File: src/rtl/axi4_lite_slave_regfile.sv
// axi4_lite_slave_regfile: AXI4-Lite slave exposing NUM_REGS byte-strobed 32-bit registers
module axi4_lite_slave_regfile #(
   parameter int NUM_REGS = 16,
   parameter int ADDR_W   = 32
) (
   input  logic              i_aclk,
   input  logic              i_areset,
   input  logic [ADDR_W-1:0] i_awaddr,
   input  logic              i_awvalid,
   output logic              o_awready,
   input  logic [31:0]       i_wdata,
   input  logic [3:0]        i_wstrb,
   input  logic              i_wvalid,
   output logic              o_wready,
   output logic [1:0]        o_bresp,
   output logic              o_bvalid,
   input  logic              i_bready,
   input  logic [ADDR_W-1:0] i_araddr,
   input  logic              i_arvalid,
   output logic              o_arready,
   output logic [31:0]       o_rdata,
   output logic [1:0]        o_rresp,
   output logic              o_rvalid,
   input  logic              i_rready
);
   localparam int IDX_W = $clog2(NUM_REGS);
   typedef enum logic {W_IDLE, W_RESP} w_state_t;
   typedef enum logic {R_IDLE, R_DATA} r_state_t;
   w_state_t          r_wstate;
   r_state_t          r_rstate;
   logic [31:0]       r_regs [NUM_REGS];
   logic [ADDR_W-1:0] r_awaddr;
   logic [31:0]       r_wdata;
   logic [3:0]        r_wstrb;
   logic              r_have_aw;
   logic              r_have_w;
   logic              w_aw_hs;
   logic              w_w_hs;
   logic              w_ar_hs;
   logic              w_commit;
   logic [ADDR_W-1:0] w_waddr;
   logic [31:0]       w_wdata;
   logic [3:0]        w_wstrb;
   logic              w_wr_ok;
   logic              w_rd_ok;
   logic [IDX_W-1:0]  w_widx;
   logic [IDX_W-1:0]  w_ridx;
   // A channel captured on this very edge is used directly, so commit needs no extra cycle
   always_comb begin
      w_aw_hs  = i_awvalid && o_awready;
      w_w_hs   = i_wvalid && o_wready;
      w_ar_hs  = i_arvalid && o_arready;
      w_waddr  = w_aw_hs ? i_awaddr : r_awaddr;
      w_wdata  = w_w_hs ? i_wdata : r_wdata;
      w_wstrb  = w_w_hs ? i_wstrb : r_wstrb;
      w_commit = (r_wstate == W_IDLE) && (r_have_aw || w_aw_hs) && (r_have_w || w_w_hs);
      w_wr_ok  = (w_waddr >> (IDX_W + 2)) == '0;
      w_rd_ok  = (i_araddr >> (IDX_W + 2)) == '0;
      w_widx   = w_waddr[IDX_W+1:2];
      w_ridx   = i_araddr[IDX_W+1:2];
   end
   always_ff @(posedge i_aclk or posedge i_areset) begin
      if (i_areset) begin
         r_wstate  <= W_IDLE;
         o_awready <= 1'b0;
         o_wready  <= 1'b0;
         o_bvalid  <= 1'b0;
         o_bresp   <= 2'b00;
         r_have_aw <= 1'b0;
         r_have_w  <= 1'b0;
         r_awaddr  <= '0;
         r_wdata   <= '0;
         r_wstrb   <= '0;
         for (int i = 0; i < NUM_REGS; i++) r_regs[i] <= '0;
      end else if (r_wstate == W_IDLE) begin
         if (w_aw_hs) begin
            r_awaddr  <= i_awaddr;
            r_have_aw <= 1'b1;
         end
         if (w_w_hs) begin
            r_wdata  <= i_wdata;
            r_wstrb  <= i_wstrb;
            r_have_w <= 1'b1;
         end
         if (w_commit) begin
            if (w_wr_ok)
               for (int b = 0; b < 4; b++)
                  if (w_wstrb[b]) r_regs[w_widx][8*b +: 8] <= w_wdata[8*b +: 8];
            o_bresp   <= w_wr_ok ? 2'b00 : 2'b10;
            o_bvalid  <= 1'b1;
            o_awready <= 1'b0;
            o_wready  <= 1'b0;
            r_wstate  <= W_RESP;
         end else begin
            o_awready <= !(r_have_aw || w_aw_hs);
            o_wready  <= !(r_have_w || w_w_hs);
         end
      end else if (i_bready) begin
         o_bvalid  <= 1'b0;
         r_have_aw <= 1'b0;
         r_have_w  <= 1'b0;
         o_awready <= 1'b1;
         o_wready  <= 1'b1;
         r_wstate  <= W_IDLE;
      end
   end
   // Reads sample r_regs before any same-edge write lands, giving the pre-write value
   always_ff @(posedge i_aclk or posedge i_areset) begin
      if (i_areset) begin
         r_rstate  <= R_IDLE;
         o_arready <= 1'b0;
         o_rvalid  <= 1'b0;
         o_rdata   <= '0;
         o_rresp   <= 2'b00;
      end else if (r_rstate == R_IDLE) begin
         o_arready <= !w_ar_hs;
         if (w_ar_hs) begin
            o_rdata  <= w_rd_ok ? r_regs[w_ridx] : 32'h0;
            o_rresp  <= w_rd_ok ? 2'b00 : 2'b10;
            o_rvalid <= 1'b1;
            r_rstate <= R_DATA;
         end
      end else if (i_rready) begin
         o_rvalid  <= 1'b0;
         o_arready <= 1'b1;
         r_rstate  <= R_IDLE;
      end
   end
endmodule

File: config.mk
export PLATFORM = sky130hd
export DESIGN_NAME = axi4_lite_slave_regfile
export DESIGN_NICKNAME = d
export VERILOG_FILES = /design/src/rtl/axi4_lite_slave_regfile.sv
export SDC_FILE = /design/constraint.sdc
export NUM_CORES = 1
export LEC_CHECK = 0
export BUFFER_PORTS_ARGS = -buffer_cell sky130_fd_sc_hd__buf_2
export CORE_UTILIZATION = 25
export CTS_CLUSTER_DIAMETER = 80
export DETAILED_ROUTE_END_ITERATION = 6
export PLACE_DENSITY_LB_ADDON = 0.3
export SLEW_MARGIN = 0
export SYNTH_ARGS = -nofsm -noshare
export SYNTH_HDL_FRONTEND = slang
export SYNTH_SLANG_ARGS = --single-unit
export TNS_END_PERCENT = 50
File: constraint.sdc
create_clock -name i_aclk -period 24 [get_ports i_aclk]
set_input_delay 4.8 -clock i_aclk [delete_from_list [all_inputs] [get_ports i_aclk]]
set_output_delay 4.8 -clock i_aclk [all_outputs]
set_load 0.01 [all_outputs]
==> results of run 1 <==
## cells in the mapped netlist (5+ instances only)
library cell,number
dfrtp_1,621
mux2_4,320
mux2_2,258
nand2_1,141
mux4_2,128
clkbuf_1,84
o22ai_1,65
nand3_4,40
o31ai_1,32
nand3_2,20
buf_1,18
nor4_1,14
inv_1,9
a211oi_2,8
a31oi_1,8
a211oi_1,7
nand3_1,7
buf_2,6
nand2b_1,5
## where the power goes
part | total, µW | internal (µW) | switching (µW)
Combinational | 443 | 132 | 311
Sequential | 1150 | 1110 | 41.0
Clock | 1130 | 668 | 463
Total | 2730 | 1910 | 815
## cell type report
class | instances | area, µm² | area share
sequential | 621 | 15500 | 0.451
multi-input combinational | 1104 | 13500 | 0.392
clock buffer | 102 | 2050 | 0.0594
tap | 1524 | 1910 | 0.0554
timing repair buffer | 173 | 970 | 0.0282
clock inverter | 31 | 400 | 0.0116
inverter | 9 | 41.3 | 0.00120
antenna | 3 | 7.51 | 0.000218
## cells by family after synthesis
kind of cell,after synthesis
other,1
flip-flops,621
AND/OR/NAND/NOR,258
buffers and inverters,124
AO/OA/AOI/OAI,137
multiplexers,707
## state kept, by name (all words and copies together) (netlist names)
name / cells
o_rdata: 32
o_awready: 1
r_rstate: 1
r_have_aw: 1
o_rvalid: 1
r_wdata: 32
r_regs: 512
o_bvalid: 1
o_wready: 1
r_awaddr: 30
o_arready: 1
r_wstate: 1
o_bresp: 1
r_have_w: 1
r_wstrb: 4
o_rresp: 1
## worst reg2reg max path: stages, from the launching register on
cell	delay, ns
dfrtp_1	0.51
nand2_1	0.49
mux2i_4	0.32
buf_4	0.60
buf_4	0.83
nand3_2	0.52
mux2_2	0.44
## how the worst max path moves through the flow
stage / start / end / slack [ns] / cells after the start
final: i_awaddr[25] / r_regs[80] / 16.36 / 8
after global routing: i_awaddr[25] / r_regs[80] / 16.18 / 8
after CTS: i_awaddr[25] / r_regs[80] / 16.30 / 8
after detailed placement: i_awaddr[25] / r_regs[80] / 15.60 / 8
after global placement: i_awaddr[25] / r_regs[453] / 15.68 / 8
after floorplan: i_areset / o_arready / 1.81 / 1
## layer usage
| metal | part of all wire | up-vias | global-route usage |
|---|---|---|---|
| met5 | 0.00079 | - | 0 |
| met4 | 0.026 | 8 | 0.0502 |
| met3 | 0.034 | 117 | 0.0216 |
| met2 | 0.49 | 261 | 0.217 |
| met1 | 0.45 | 8902 | 0.173 |
| li1 | - | 7235 | - |
## per-stage QoR
| step | instances | hold slack (ns) | instance area [µm²] | worst slack (ns) | total power [µW] |
|---|---|---|---|---|---|
| finish | 3567 | 0.480 | 34400 | 16.36 | 2730 |
| global route | 3565 | 0.512 | 34400 | 16.18 | 2860 |
| CTS | 3564 | 0.484 | 34400 | 16.30 | 2770 |
| detailed placement | 3431 | 0.471 | 32000 | 15.60 | 1620 |
| global placement | 3431 | 0.467 | 32000 | 15.68 | 1600 |
| floorplan | 1849 | 0.470 | 29600 | 1.81 | 1470 |
==> metrics.md, run 1 <==
| Metric | Value |
|---|---|
| Share of cells above drive strength 1 | `0.530` |
| Total grt overflow | `0` |
| EDFF count, synth | `0` |
| Layout area overhead | `16.4%` |
| RSZ-0062 raised after global routing | `no` |
| Slew Limit Fails | `0` |
| Worst-path fanout max | `34` |
| Post-synthesis adder-cell area fraction | `0` |
| Skew-Pair Late Insertion Delay | `approximately 0.64 ns` |
| Slowest stage delay, CP | `0.75 ns` |
| Post-layout util | `0.295` |
| Hold endpoint | `o_rdata[18]` |
| Post-Synth XOR/XNOR Area | `0` |
| CP Buf/Inv Count | `3` |
| FF-to-FF path depth | `6` |
| # IOs | `148` |
| Worst r2r dst | `r_regs[80]` |
| Max-cap viol count | `0` |
| Synth top area share | `0.526` |
| Die Ht | `346 µm` |
| Cell taking the most area after synthesis | `dfrtp_1` |
| Fmax | `between 100 and 150 MHz` |
| ANT nets after route | `0` |
| Synth Area in Simple Gates | `0.0615` |
| # Post-CTS Setup Buffers | `0` |
| Initial antenna violation count | `7` |
| Vias | `16523` |
| Vias in the first global route | `18560` |
| GRT Overall Usage | `0.132` |
| Synthesized cell area | `29600 µm²` |
| Most frequent cells in the layout | `620 x dfrtp_1, 320 x mux2_4, 258 x mux2_2` |
| Total negative slack | `0 ns` |
| Synth Instances | `1848` |
| RR Startpoint | `o_awready` |
| Worst Hold Class | `reg -> reg` |
| Relative slew slack | `0.235` |
| Vias per std cell | `4.63` |
| Post-synth ARST share | `1.00` |
| Worst path cell trace | `buf_2 > nor4_1 > nand4_1 > mux2i_4 > buf_4 > buf_4 > nand3_2 > mux2_2` |
| Number of nets in the layout | `2089` |
| Commonest non-fill, non-tap cell in the layout | `dfrtp_1` |
| CP startpoint kind | `input pin` |
| Die W | `346 µm` |
| Critical path capture point type | `flip-flop` |
| WL per Instance | `22.0 µm` |
| CTS sink count | `between 600 and 700` |
| Syn avg cell area | `16.0 µm²` |
| Main combinational cell family by area after synthesis | `multiplexers` |
| Root Buffer Master | `clkbuf_16` |
| Worst-Margin Slew | `roughly 1.1 ns` |
| Synth top area cells | `dfrtp_1 53%, mux2_4 16%, mux2_2 9.8%` |
| Worst hold start | `o_rdata[18]` |
| VDD IR max | `0.0437 mV` |
| Final hold violation count | `0` |
| Seq/Total Area, Yosys | `0.526` |
| Seq cells post-synth | `621` |
| Routability cong. | `0.762` |
| Flop2flop setup slack | `20.16 ns` |
| Final worst path period need | `7.64 ns` |
| Starting Density | `0.253` |
| Core area | `approximately 120000 µm²` |
| Num CTS Buffers | `73` |
| First-pass GRT wire length | `120 mm` |
| Critical Path AT | `between 8 and 9 ns` |
| # fillers | `11545` |
| Clk slew on worst S/H paths | `about 0.060 ns` |
| PortBufs | `141` |
| PwrDens | `79.2 nW/µm²` |
| Required time of the worst setup path | `24.49 ns` |
| Post-synthesis mux area share | `0.359` |
| WL final | `78.3 mm` |
| Number of DRC markers in iteration 0 | `roughly 950` |
| Fin crit share | `0.319` |
| Cell variety after synth | `between 40 and 50` |
| Static leakage | `about 0.017 µW` |
| WS Path Type | `in -> reg` |
| Dpl hpwl | `about 51 mm` |
| Synth Area in Compound Gates | `0.0353` |
| Primary FF master, synth | `dfrtp_1` |
| Final setup violating endpoints | `0` |
| H-tree levels | `3` |
| CTS tree | `yes` |
| First-pass iteration count of the detailed router | `5` |
| Slowest CP cell | `buf_4` |
| Hold-fix buffers, CTS | `0` |
| Most frequent CP cell | `buf_4` |
| Outcome | `finished, final reports clean` |
| Worst Skew | `0.0330 ns` |
| Largest net degree at the start of global routing | `between 150 and 200` |
| Die area | `approximately 120000 µm²` |
| Row Count | `roughly 130` |
| Hold Path Stages | `2` |
| Syn. warnings | `0` |
| Delay-heaviest family, CP | `buffers and inverters` |
| Drt drc | `0` |
| Post-CTS sizing | `0` |
| Deepest clock path buffer count | `3` |
Note: power is estimated with default switching activity, not from simulation.
==> run 2: changes to the inputs <==
Clock period 24 ns to 6.6 ns, I/O delays scaled along.
==> run 2 against run 1 <==
Against the previous run:
- die area did not move
- clock skew shrank 0.0055 ns
- core utilization up 0.10 points
- routed wire length grew 1.9%
- register-to-register slack worse by 18 ns
- sequential cell count stayed put
- final cell count down 0.17%
- global-route usage up 0.24 points
- largest cell class unchanged
==> metrics.md, run 2 (synthesis gave the netlist of run 1 again) <==
| Metric | Value |
|---|---|
| Row Count | `125 (unchanged)` |
| WS Path Type | `in -> reg (unchanged)` |
| Static leakage | `0.0167 µW (about the same)` |
| Vias in the first global route | `18531 (was 18560)` |
| Worst Skew | `0.0275 ns (was 0.0330 ns)` |
| Core area | `117000 µm² (unchanged)` |
| Total grt overflow | `0 (unchanged)` |
| Worst path cell trace | `buf_2 > nand2_1 > or4_1 > a221oi_4 > nand3_2 > mux2_2 (was buf_2 > nor4_1 > nand4_1 > mux2i_4 > buf_4 > buf_4 > nand3_2 > mux2_2)` |
| First-pass iteration count of the detailed router | `5 (unchanged)` |
| Fmax | `between 200 and 250 MHz` |
| Die Ht | `346 µm (unchanged)` |
| Vias | `16691 (was 16523)` |
| Vias per std cell | `4.69 (was 4.63)` |
| Deepest clock path buffer count | `3 (unchanged)` |
| WL final | `79.8 mm (was 78.3 mm)` |
| WL per Instance | `22.4 µm (was 22.0 µm)` |
| Most flop-heavy register | `r_regs (unchanged)` |
| Final setup violating endpoints | `0 (unchanged)` |
| Number of nets in the layout | `2089 (unchanged)` |
| Worst Hold Class | `reg -> reg (unchanged)` |
| CP startpoint kind | `input pin (unchanged)` |
| Reg area | `15500 µm² (unchanged)` |
| First-pass GRT wire length | `123 mm (was 120 mm)` |
| CTS sink count | `621 (unchanged)` |
| Post-layout util | `0.296 (was 0.295)` |
| Final worst path period need | `4.32 ns` |
| Largest net degree at the start of global routing | `152 (was 195)` |
| Critical path capture point type | `flip-flop (unchanged)` |
| Layout area overhead | `16.8% (was 16.4%)` |
| PwrDens | `292 nW/µm² (was 79.2 nW/µm²)` |
| Skew-Pair Late Insertion Delay | `0.63 ns (was 0.64 ns)` |
| Power Total | `10100 µW (was 2730 µW)` |
| Root Buffer Master | `clkbuf_16 (unchanged)` |
| Clk slew on worst S/H paths | `0.06 ns (about the same)` |
| Commonest non-fill, non-tap cell in the layout | `dfrtp_1 (unchanged)` |
| # IOs | `148 (unchanged)` |
| Die area | `120000 µm² (unchanged)` |
| # fillers | `11501 (was 11545)` |
| Critical Path AT | `4.81 ns (was 8.14 ns)` |
| Routability cong. | `0.769 (was 0.762)` |
| PortBufs | `141 (unchanged)` |
| Post-CTS sizing | `0 (unchanged)` |
| Share of cells above drive strength 1 | `0.532 (was 0.530)` |
| # Post-CTS Setup Buffers | `0 (unchanged)` |
| VDD IR max | `0.186 mV (was 0.0437 mV)` |
| H-tree levels | `3 (unchanged)` |
| Relative slew slack | `0.108 (was 0.235)` |
| Drt drc | `0 (unchanged)` |
| Starting Density | `0.253 (unchanged)` |
| Max-cap viol count | `0 (unchanged)` |
| Max reg flops | `512 (unchanged)` |
| Fin crit share | `0.655` |
| Slowest CP cell | `a221oi_4 (was buf_4)` |
| CP Buf/Inv Count | `1 (was 3)` |
| CTS tree | `yes (unchanged)` |
| Biggest regs | `r_regs: 512 flops, o_rdata: 32 flops, r_wdata: 32 flops (unchanged)` |
| Outcome | `finished, final reports clean (unchanged)` |
| Delay-heaviest family, CP | `simple AND/OR/NAND/NOR gates (was buffers and inverters)` |
| Required time of the worst setup path | `7.09 ns (was 24.49 ns)` |
| Design Area, Final | `34500 µm² (was 34400 µm²)` |
| Die W | `346 µm (unchanged)` |
| Dpl hpwl | `51.4 mm (was 50.9 mm)` |
| ANT nets after route | `0 (unchanged)` |
| Post-DP Area | `32000 µm² (about the same)` |
| Initial antenna violation count | `4 (was 7)` |
| Slowest stage delay, CP | `1.07 ns (was 0.75 ns)` |
| Num CTS Buffers | `72 (was 73)` |
| Slew Limit Fails | `0 (unchanged)` |
| Multi-input gate area | `13500 µm² (unchanged)` |
| RSZ-0062 raised after global routing | `no (unchanged)` |
| Worst-path fanout max | `13 (was 34)` |
| GRT Overall Usage | `0.134 (was 0.132)` |
| Most frequent cells in the layout | `620 x dfrtp_1, 320 x mux2_4, 258 x mux2_2 (unchanged)` |
| Hold-fix buffers, CTS | `0 (unchanged)` |
| Number of DRC markers in iteration 0 | `934 (was 945)` |
| Worst-Margin Slew | `1.33 ns (was 1.15 ns)` |
| Final hold violation count | `0 (unchanged)` |
-- run 2: per-layer routing --
metal | share of wire | global-route usage | vias to the layer above
li1 | - | - | 7237
met1 | 0.45 | 0.177 | 9074
met2 | 0.50 | 0.225 | 263
met3 | 0.034 | 0.0214 | 113
met4 | 0.023 | 0.0414 | 4
met5 | 0.00038 | 0 | -
-- run 2: through the flow --
stage	std cells	setup TNS, ns	setup WS, ns	hold slack (ns)
4_1_cts	3558	0	2.32	0.478
2_1_floorplan	1849	-1985.31	-3.20	0.470
6_report	3561	0	2.28	0.475
5_1_grt	3558	0	2.14	0.487
3_5_place_dp	3432	0	1.67	0.467
3_3_place_gp	3432	0	1.80	0.470
-- run 2: worst paths after layout --
check | from | end | slack, ns | cells past startpoint
worst max-delay path | i_awvalid | r_regs[65] | 2.28 | 6
worst min-delay path | o_rdata[0] | o_rdata[0] | 0.47 | 2
worst max register to register | o_awready | r_regs[65] | 2.58 | 5
worst min register to register | o_rdata[0] | o_rdata[0] | 0.47 | 2
max in group asynchronous | i_areset | r_regs[500] | 4.05 | 4
min in group asynchronous | i_areset | r_regs[33] | 0.87 | 2
-- run 2: layout make-up --
type                    count  area share
flip-flops and latches    621       0.450
multi-input cells        1104       0.391
clock buffers             101      0.0615
well taps                1524      0.0552
repair buffers            174      0.0294
clock inverters            25      0.0116
inverters                   9     0.00109
diodes                      3    0.000217
-- run 2: report_power, final --
part / total, µW / switching [µW] / internal (µW)
Clock: 4270 / 1640 / 2630
Sequential: 4190 / 149 / 4040
Combinational: 1620 / 1140 / 481
-- run 2: worst reg2reg max path, stage by stage (launching register included) --
cell and delay, ns:
dfrtp_1 0.53, nand2_1 0.42, or4_1 0.83, a221oi_4 1.07, nand3_2 0.59, mux2_2 0.44
